### config.mk
export PLATFORM = sky130hd
export DESIGN_NAME = clock_set_ctrl
export DESIGN_NICKNAME = d
export VERILOG_FILES = /design/src/rtl/clock_set_ctrl.sv
export SDC_FILE = /design/constraint.sdc
export NUM_CORES = 1
export LEC_CHECK = 0
export CAP_MARGIN = 20
export CORE_MARGIN = 2
export CORE_UTILIZATION = 55
export CTS_BUF_LIST = sky130_fd_sc_hd__clkbuf_4 sky130_fd_sc_hd__clkbuf_8
export CTS_CLUSTER_DIAMETER = 200
export CTS_CLUSTER_SIZE = 16
export DETAILED_ROUTE_END_ITERATION = 8
export GPL_TIMING_DRIVEN = 0
export PLACE_DENSITY = 0.85
export SLEW_MARGIN = 20
export SYNTH_ARGS = -nofsm -noshare
export SYNTH_HDL_FRONTEND = slang
export SYNTH_SLANG_ARGS = --single-unit
### constraint.sdc
create_clock -name clock -period 2.25 [get_ports clock]
set_clock_uncertainty 0.2 [all_clocks]
set_input_delay 0.45 -clock clock [delete_from_list [all_inputs] [get_ports clock]]
set_output_delay 0.45 -clock clock [all_outputs]
set_load 0.1 [all_outputs]
### src/rtl/clock_set_ctrl.sv
// hh:mm:ss timekeeping with a two-button set interface.
// Mode button steps the set field; inc button bumps it with auto-repeat.
module clock_set_ctrl #(
  parameter int REPEAT_DLY = 8,
  parameter int REPEAT_PER = 4
) (
  input  logic       clock,
  input  logic       clear,
  input  logic       tick,
  input  logic       mode_btn,
  input  logic       inc_btn,
  output logic [5:0] sec,
  output logic [5:0] min,
  output logic [4:0] hr,
  output logic [1:0] mode,
  output logic       setting,
  output logic       day_pulse
);

  typedef enum logic [1:0] {
    RUN     = 2'd0,
    SET_HR  = 2'd1,
    SET_MIN = 2'd2,
    SET_SEC = 2'd3
  } mode_e;

  localparam int MAXL = (REPEAT_DLY > REPEAT_PER) ?
                        REPEAT_DLY : REPEAT_PER;
  localparam int CW = $clog2(MAXL + 1);
  localparam logic [CW-1:0] DLY_C = CW'(REPEAT_DLY);
  localparam logic [CW-1:0] PER_C = CW'(REPEAT_PER);

  mode_e         state_q, state_d;
  logic [5:0]    sec_q, sec_d;
  logic [5:0]    min_q, min_d;
  logic [4:0]    hr_q, hr_d;
  logic          set_q, set_d;
  logic          dp_q, dp_d;
  logic          mb_q, ib_q;
  logic [CW-1:0] cnt_q, cnt_d;
  logic          rpt_q, rpt_d;
  logic          blk_q, blk_d;

  logic          mode_ev;
  logic          inc_edge;
  logic          inc_ev;
  logic [CW-1:0] lim;

  assign mode_ev  = mode_btn & ~mb_q;
  assign inc_edge = inc_btn & ~ib_q;
  assign lim      = rpt_q ? PER_C : DLY_C;

  always_ff @(posedge clock) begin
    if (clear) begin
      state_q <= RUN;
      sec_q   <= '0;
      min_q   <= '0;
      hr_q    <= '0;
      set_q   <= 1'b0;
      dp_q    <= 1'b0;
      mb_q    <= 1'b0;
      ib_q    <= 1'b0;
      cnt_q   <= '0;
      rpt_q   <= 1'b0;
      blk_q   <= 1'b0;
    end else begin
      state_q <= state_d;
      sec_q   <= sec_d;
      min_q   <= min_d;
      hr_q    <= hr_d;
      set_q   <= set_d;
      dp_q    <= dp_d;
      mb_q    <= mode_btn;
      ib_q    <= inc_btn;
      cnt_q   <= cnt_d;
      rpt_q   <= rpt_d;
      blk_q   <= blk_d;
    end
  end

  always_comb begin
    state_d = state_q;
    sec_d   = sec_q;
    min_d   = min_q;
    hr_d    = hr_q;
    dp_d    = 1'b0;
    cnt_d   = cnt_q;
    rpt_d   = rpt_q;
    blk_d   = blk_q;
    inc_ev  = 1'b0;

    // cnt counts held cycles; rpt selects first delay vs repeat period
    if (!inc_btn) begin
      cnt_d = '0;
      rpt_d = 1'b0;
      blk_d = 1'b0;
    end else if (inc_edge) begin
      cnt_d  = CW'(1);
      rpt_d  = 1'b0;
      blk_d  = 1'b0;
      inc_ev = 1'b1;
    end else if (!blk_q) begin
      if (cnt_q == lim) begin
        inc_ev = 1'b1;
        cnt_d  = CW'(1);
        rpt_d  = 1'b1;
      end else if (cnt_q < lim) begin
        cnt_d = cnt_q + CW'(1);
      end
    end

    if (mode_ev) begin
      unique case (state_q)
        RUN:     state_d = SET_HR;
        SET_HR:  state_d = SET_MIN;
        SET_MIN: state_d = SET_SEC;
        SET_SEC: state_d = RUN;
      endcase
      // a held inc_btn stays inert until released
      cnt_d = '0;
      rpt_d = 1'b0;
      blk_d = inc_btn;
    end

    if (state_q == RUN) begin
      if (tick) begin
        if (sec_q == 6'd59) begin
          sec_d = '0;
          if (min_q == 6'd59) begin
            min_d = '0;
            if (hr_q == 5'd23) begin
              hr_d = '0;
              dp_d = 1'b1;
            end else begin
              hr_d = hr_q + 5'd1;
            end
          end else begin
            min_d = min_q + 6'd1;
          end
        end else begin
          sec_d = sec_q + 6'd1;
        end
      end
    end else if (inc_ev && !mode_ev) begin
      unique case (state_q)
        SET_HR:
          hr_d = (hr_q == 5'd23) ? 5'd0 : hr_q + 5'd1;
        SET_MIN:
          min_d = (min_q == 6'd59) ? 6'd0 : min_q + 6'd1;
        SET_SEC:
          sec_d = (sec_q == 6'd59) ? 6'd0 : sec_q + 6'd1;
        default: ;
      endcase
    end

    set_d = (state_d != RUN);
  end

  assign sec       = sec_q;
  assign min       = min_q;
  assign hr        = hr_q;
  assign mode      = state_q;
  assign setting   = set_q;
  assign day_pulse = dp_q;

endmodule
# Word level (Yosys, flattened, before mapping)
# Cells that the tools add are included.
# totals
word_cells,91
in_bits,5
reg_bits,29
output_inout_bits,21
# classes
magnitude_cmp,1
bitwise_logic,10
eq_ne,12
mux,33
n_addsub,4
reduce_logical,19
# op_table
op,n
$mux 6,11
$mux 5,7
$add 6x1->6 const B,2
$eq 6x6->1 const B,2
$mux 4,3
$reduce_bool 2->1,6
$mux 1,10
$not 1->1,8
$pmux 2 s4,1
$ne 2x1->1 const B,3
$reduce_and 2->1,3
$add 5x1->5 const B,1
$eq 5x5->1 const B,1
$reduce_and 5->1,1
$reduce_or 5->1,1
$add 4x1->4 const B,1
$eq 2x2->1 const B,2
$eq 4x4->1,1
$lt 4x4->1,1
$reduce_and 4->1,1
$reduce_or 4->1,1
$ne 3x1->1 const B,1
$reduce_and 3->1,1
$reduce_bool 3->1,1
other kinds (8),9

# Longest topological paths before layout
# logic_depth
ltp_word,9
depth_mapped,6
ltp_nobuf,6

# Worst setup path before layout
# No wires, ideal clock.
# synth_path
kind,reg-to-reg
start,reg min_q[0] (netlist: min[0])
end,reg hr_q[2] (netlist: hr[2])
setup_ps,121
path_stages_with_launch,6
n_path_buf,0
arrival_ps,2349
setup_slack_ps,-420
required_ps,1929
period_less_slack_ps,2670
path_cell_list,dfxtp_1 ha_1 nor2b_1 nand4_1 a21boi_1 mux2_2
# synth_via
elab_chain_len,3
# synth_rtl
element,line_no,text
start: declaration,35,"logic [5:0] min_q, min_d;"
start signal: assignment,69,min_q <= min_d;
$eq 6x6->1,129,if (min_q == 6'd59) begin
$ne 2x1->1 (no source line),n/a,
$reduce_and 5->1 (no source line),n/a,
end signal: assignment,70,hr_q <= hr_d;
end: declaration,36,"logic [4:0] hr_q, hr_d;"
# Every way passes these cells.
# A chain may end at the register's enable or synchronous reset.

# Worst setup path after layout
# layout_path
start,reg min_q[0] (netlist: min[0])
end,out min[0]
# layout_lines
element,line_no,text
end: declaration,13,"output logic [5:0] min,"
# No word-level cell between the ends.

==> results summary <==
The worst path required time is 1.60 ns. The number of hold buffers added after CTS was 0. The detailed router's first-iteration violation count is 39. The ratio of cells with drive above 1 in the final layout is 19.47%.

Of all flip-flops after synthesis, the portion carrying an async set or reset was 0%. The power per cell area is 529.2 mW/mm^2. The depth of the most critical reg-to-reg path came out at 7. The data arrival time at the worst-slack endpoint came out at 1.56 ns. The routed length on met1 came out at 1565 um. The post-detailed-placement cell area came out at 0.001937 mm^2. Traced cell by cell, the critical path runs through dlygate4sd2_1. The antenna diode count came out at 0. The synthesized instance count came out at 189. The sum of overflow across all layers after global routing came out at 0. The horizontal die dimension came out at 58.40 um.

The count of fill cells added during filler insertion came out at 228. For this run, the number of Yosys warnings is 0. The largest total area in the synthesized netlist belongs to dfxtp_1. The highest attainable clock frequency is 452.2 MHz.

Clock latency on the worst-skew pair, taken at its later pin, is 0.33 ns. The startpoint identified for the worst hold timing path is blk_q$_SDFFE_PP0P_. The final design area excluding fillers came out at 0.002024 mm^2.

The average instance area after synthesis is 8.613 um^2. In this run the cell area of the synthesized design comes to 0.001628 mm^2. The worst slack at placement came out at -0.1976 ns. The cell sitting at the root of the clock tree is a clkbuf_4.

The endpoint type of the worst setup path is an output pin. The startpoint type of the worst setup path is a flop. The adder-cell share of the synthesized area came out at 7.686%. Entering global routing, the biggest net connects 11 pins. The flow ran to the end, and the final reports show no timing, DRC or antenna violations. The first detailed-routing pass took 4 iterations.

The placed wire-length estimate is 2758 um. Routed signal wires occupy layers up through met4. The region available for standard cell placement spans 0.002781 mm^2.

The floorplan has 19 rows. The number of different library cells used by synthesis comes to 50. The remaining antenna violation count came out at 0. The overall via count from detail_route came out at 1546. In this run the number of H-tree levels came out at 2. The max-slew violation count came out at 0. The share of synthesized area in the top cell type comes to 35.66%.

The mux share of post-synthesis cell area is 4.458%. The initial core utilization came out at 58.52%. After detailed routing, the met2 layer carries 1950 um of wire.

The measured slew at the worst slew-check pin is 0.9646 ns. Summing the areas of all and, or, nand and nor instances in the mapped netlist gives 27.29% of the synthesized area. The worst register-to-register path ends at hr[0]$_SDFFE_PP0P_.

The path with the worst hold slack has its endpoint at blk_q$_SDFFE_PP0P_. The setup slack of the worst register-to-register path is 0.11 ns. The CTS clock-pin slew for the worst setup and hold paths is 0.09 ns. The highest ir drop seen on vdd is 0.6119 mV.

No sink is reached through more buffers than the 2 on the longest clock path. The slack of the critical path is 0.03844 ns. The worst setup path is of the flop to output pin kind. The final cycle utilization of the critical path is 98.29%.

The total wire length after detailed routing came out at 3760 um. The overall track demand over capacity in global routing came out at 24.35%. TritonCTS built the clock tree.

The number of buffers inserted by port buffering came out at 25. Setup repair after global routing left no endpoint under its margin. The tightest slew margin relative to the limit is 35.95%. The post-detailed-route via-to-cell ratio came out at 6.016. The complex-gate fraction of the synthesized area came out at 20.68%. The slowest stage of the critical path belongs to the cell dlygate4sd2_1. The post-route minimum period is 2.212 ns.

The largest fanout on the critical path came out at 5. In this run, synthesis produced a sequential element count of 29. The area growth from synthesis to layout is 24.37%.

The number of global-route vias before repair is 1463. For this run, the slowest stage of the critical path takes 0.85 ns. The cell type group with the largest total delay on the critical path is buffers and inverters. The tightest min-delay check is of the flop to flop type. The die outline height is 58.40 um. The wire length of the first global-routing pass came out at 6375 um. In this run the critical register-to-register path is launched from cnt_q[2]$_SDFFE_PP0P_. By area the synthesized netlist is led by dfxtp_1 (36%), ha_1 (7.7%), a21oi_1 (4.6%). The layout net count is 240. The number of maximum-capacitance violations came out at 0. The final weighted congestion in routability-driven placement came out at 0.9404. Sequential cells were found to cover 35.66% of the synthesized design area. After synthesis, the largest family of logic cells by area is simple AND/OR/NAND/NOR gates. The synthesized net count came out at 204.

The number of clock buffers inserted by TritonCTS came out at 5. The sum of buffers and inverters on the critical path is 1. The remaining routing DRC violations came out at 0. The final hold violation count was 0. Among all flip-flop cells after synthesis, the most frequent one is dfxtp_1.

The floorplan step defined a die boundary enclosing 0.003411 mm^2. The wire length per cell after detailed routing is 14.63 um. After Yosys synthesis, XOR and XNOR cells account for 0.5380% of the synthesized area. Along the worst hold path, the cell count comes to 2.

The initial antenna violation count came out at 0. Setup violations remaining at the end of the flow were counted as 0. The TritonCTS sink count is 29. The cell leakage power is 0.7965 nW. The routed design uses 184 um of met3 wire. Counting flops with a built-in enable in the synthesized netlist gives 0.

In this run the count of I/O pins placed on the die edge is 26.
==> repair_timing <==
item                                    4_1_cts  5_1_grt
gates resized for setup                      29       15
endpoints found under the setup margin       22       13
endpoints found under the hold margin         0        0
pin swaps                                     1        2
buffers inserted                              0        4
==> placed cells by master, fill, tap and decap left out, types with 2 or more instances in the layout <==
cell type,count
a2111o_1,2
a211oi_1,2
a21oi_1,15
a221oi_1,2
and3_1,3
buf_4,4
clkbuf_1,3
clkbuf_2,3
clkbuf_4,8
clkdlybuf4s15_1,5
clkdlybuf4s15_2,3
clkdlybuf4s50_1,4
dfxtp_1,16
dfxtp_2,11
dfxtp_4,2
dlygate4sd2_1,10
ha_1,10
inv_1,13
mux2_2,2
mux2i_1,5
nand2_1,16
nand2b_1,8
nand3_1,9
nand3b_1,2
nand4_1,2
nor2_1,10
nor2b_1,7
o211ai_1,2
o21ai_0,8
o22ai_1,3
or3_1,5
==> area by class of cell <==
| type | instances | area, um^2 | area share, % |
|---|---|---|---|
| Tap cell | 31 | 38.79 | 1.916 |
| Sequential cell | 29 | 601.8 | 29.73 |
| Clock buffer | 8 | 60.06 | 2.967 |
| Buffer | 3 | 11.26 | 0.5562 |
| Timing Repair Buffer | 29 | 256.5 | 12.67 |
| Multi-Input combinational cell | 144 | 1007 | 49.75 |
| Inverter | 13 | 48.80 | 2.410 |
==> routing by layer <==
metal / GRT usage [%] / up-vias
met4: 12.29 / 0
met5: 0 / -
met1: 28.79 / 734
met2: 41.57 / 39
li1: - / 764
met3: 5.055 / 9
==> cells in the mapped netlist, types with 3 or more instances <==
master	number
nand3_1	9
a221oi_1	3
nand2_1	16
nor2b_1	7
o22ai_1	3
nand2b_1	8
ha_1	10
inv_1	13
or3_1	5
and3_1	3
clkbuf_1	3
mux2i_1	5
nor2_1	10
a21oi_1	15
o21ai_0	9
dfxtp_1	29
==> stage by stage <==
step           TNS (ns)  instances  power (mW)  util [%]  hold slack (ns)
2_1_floorplan         0        189      0.7005         -           0.2587
3_3_place_gp    -0.4352        245      0.7460     69.64           0.2743
3_5_place_dp     -1.218        245      0.7515     69.64           0.2813
4_1_cts               0        253       1.075     71.21           0.2989
5_1_grt               0        257       1.114     72.78           0.3206
6_report              0        257       1.071     72.78           0.2954
==> cells by family (layout without fill, tap and decap cells) <==
group                      Yosys count  after routing
and+or+nand+nor                     76             76
AOI/OAI and AO/OA                   50             50
DFF                                 29             29
buffers and inverters               16             53
adders and majority gates           10             10
muxes                                7              7
xor gates and xnor gates             1              1
==> power breakdown <==
group	internal (mW)	leakage (nW)	switching, mW
Combinational	0.0509	0.518	0.144
Sequential	0.527	0.242	0.0137
Clock	0.160	0.0368	0.176
==> how the worst max path moves through the flow <==
stage                   startpoint                  to  slack [ns]  depth (start not counted)
3_3_place_gp              mode_btn  hr[2]$_SDFFE_PP0P_       -0.15                          5
5_1_grt        sec[0]$_SDFFE_PP0P_              sec[0]      0.0006                          1
4_1_cts         hr[3]$_SDFFE_PP0P_               hr[3]       0.006                          1
3_5_place_dp              mode_btn  hr[2]$_SDFFE_PP0P_       -0.20                          5
6_report       min[0]$_SDFFE_PP0P_              min[0]        0.04                          1
2_1_floorplan   mode[0]$_SDFF_PP0_  hr[2]$_SDFFE_PP0P_        0.01                          5
==> state kept, by name, indices dropped and copies added (netlist names) <==
name	count
rpt_q	1
min	6
hr	5
day_pulse	1
ib_q	1
mb_q	1
sec	6
mode	2
cnt_q	4
setting	1
blk_q	1
(Power assumes the default switching activity.)
==> edit (same flow settings) <==
Register the output `hr` once more; this adds one clock of latency there. The other outputs are not delayed to match.
--- a/src/rtl/clock_set_ctrl.sv
+++ b/src/rtl/clock_set_ctrl.sv
@@ -159,5 +159,7 @@
   assign sec       = sec_q;
   assign min       = min_q;
-  assign hr        = hr_q;
+  always_ff @(posedge clock) begin
+    hr <= hr_q;
+  end
   assign mode      = state_q;
   assign setting   = set_q;
Check against the original RTL: not equivalent (Yosys sat finds a counterexample within 4 cycles, from zero or initial values).
==> edit against the unedited design <==
The run now ends with setup timing left. Total power increased by 13%. Sequential cell count increased by 5. Critical path type is now reg2reg. Final cell count decreased by 5.4%. Synthesized area decreased by 1.2%. Routed wire length decreased by 1.0%. Sequential power increased by 17%. Worst setup slack got worse by 0.087 ns. Design area increased by 1.4%.
==> edit: results (changes against the unedited design) <==
| Metric | Value |
|---|---|
| Critical path class | `reg2reg (was reg2out)` |
| Layout cells sized above 1 | `0.231 (was 0.195)` |
| Hold endpoint | `hr[4]$_DFF_P_ (was blk_q$_SDFFE_PP0P_)` |
| CP top delay family | `compound AO/OA/AOI/OAI gates (was buffers and inverters)` |
| Max VDD drop | `0.000572 V (was 0.000612 V)` |
| Slew of the pin with the lowest slew margin | `0.960 ns (was 0.965 ns)` |
| Synth cell count leaders | `dfxtp_1 (34), nand2_1 (16), nor2_1 (13) (was dfxtp_1 (29), nand2_1 (16), a21oi_1 (15))` |
| Worst setup path start | `cnt_q[2]$_SDFFE_PP0P_ (was min[0]$_SDFFE_PP0P_)` |
| Cell Area, Placed | `1930 um^2 (was 1940 um^2)` |
| Failing checks | `setup timing` |
| Setup Slack @ Placement | `-0.285 ns (was -0.198 ns)` |
| Routed met2 length | `1860 um (was 1950 um)` |
| Worst hold margin | `0.190 ns (was 0.295 ns)` |
| GRT met3 Usage | `0.0692 (was 0.0505)` |
| Status | `finished with violations (was completed)` |
| Met2 usage | `0.403 (was 0.416)` |
| Post-synthesis xor/xnor area fraction | `0.0109 (was 0.00538)` |
| HP Start | `hr_q[4]$_SDFFE_PP0P_ (was blk_q$_SDFFE_PP0P_)` |
| DR WL met3 | `216 um (was 184 um)` |
| Post-Synth Adder-Cell Area | `0.0778 (was 0.0769)` |
| Routed WL | `3720 um (was 3760 um)` |
| CP Data Arrival Time | `2.30 ns (was 1.56 ns)` |
| Final GP Congestion | `0.883 (was 0.940)` |
| Mux share of post-synthesis cell area | `0.0319 (was 0.0446)` |
| Sequential area share after synthesis | `0.423 (was 0.357)` |
| Net Count, Synth | `189 (was 204)` |
| Final WS setup | `-0.0489 ns (was 0.0384 ns)` |
| Initial DRC count | `47 (was 39)` |
| Vias/cell | `6.18 (was 6.02)` |
| Layout Nets | `227 (was 240)` |
| Synth top area cells | `dfxtp_1 (42%), ha_1 (7.8%), a21oi_1 (3.7%), nand2_1 (3.7%), nand3_1 (3.4%) (was dfxtp_1 (36%), ha_1 (7.7%), a21oi_1 (4.6%), nand2_1 (3.7%), mux2i_1 (3.1%))` |
| Post-synth cell types | `43 (was 50)` |
| PortBufs | `25 (unchanged)` |
| GR met1 Demand/Resource | `0.266 (was 0.288)` |
| Final setup violation count | `1 (was 0)` |
| Vias in the first global route | `1400 (was 1463)` |
| M1 WL | `1570 um (about the same)` |
| Post-synthesis compound-gate area fraction | `0.184 (was 0.207)` |
| First-pass GRT wire length | `5980 um (was 6380 um)` |
| Leakage power | `0.000791 uW (was 0.000797 uW)` |
| Slowest Stage Delay on Critical Path | `0.38 ns (was 0.85 ns)` |
| P_comb | `223 uW (was 194 uW)` |
| Sequential Power Share | `0.525 (was 0.505)` |
| Switching share of power | `0.305 (was 0.311)` |
| Worst hold stages | `0 (was 2)` |
| Total GRT Usage | `0.233 (was 0.244)` |
| Register-to-Register Path Depth | `9 (was 7)` |
| FF-to-FF End | `sec[2]$_SDFFE_PP0P_ (was hr[0]$_SDFFE_PP0P_)` |
[edit: changes by cell type after synthesis, sizes merged, moves of 4 or more]
cell / unedited run / this run
dfxtp: 29 / 34
nor3: 2 / 9
nand2b: 8 / 1
a21oi: 16 / 12
inv: 13 / 9
o21ai: 9 / 5
[edit: what timing repair did]
item,4_1_cts,5_1_grt
gates resized for setup,27,19
pin swaps,2,10
setup endpoints to repair,25,21
cloned,0,1
setup buffers,0,5
hold buffers,0,0
[edit: per-stage QoR]
stage | total power (uW) | setup TNS (ns) | cells
finish | 1210 | -0.0489 | 243
global route | 1250 | -0.338 | 243
CTS | 1200 | 0 | 237
detailed placement | 866 | -2.11 | 230
global placement | 858 | -1.64 | 230
floorplan | 810 | -0.0708 | 174
[edit: cell type report]
cell class | count | area, um^2
Clock buffer | 7 | 58.8
Fill cell | 212 | 706
Tap cell | 31 | 38.8
Sequential cell | 34 | 712
Inverter | 9 | 33.8
Timing Repair Buffer | 31 | 265
Buffer | 5 | 30.0
Multi-Input combinational cell | 126 | 913
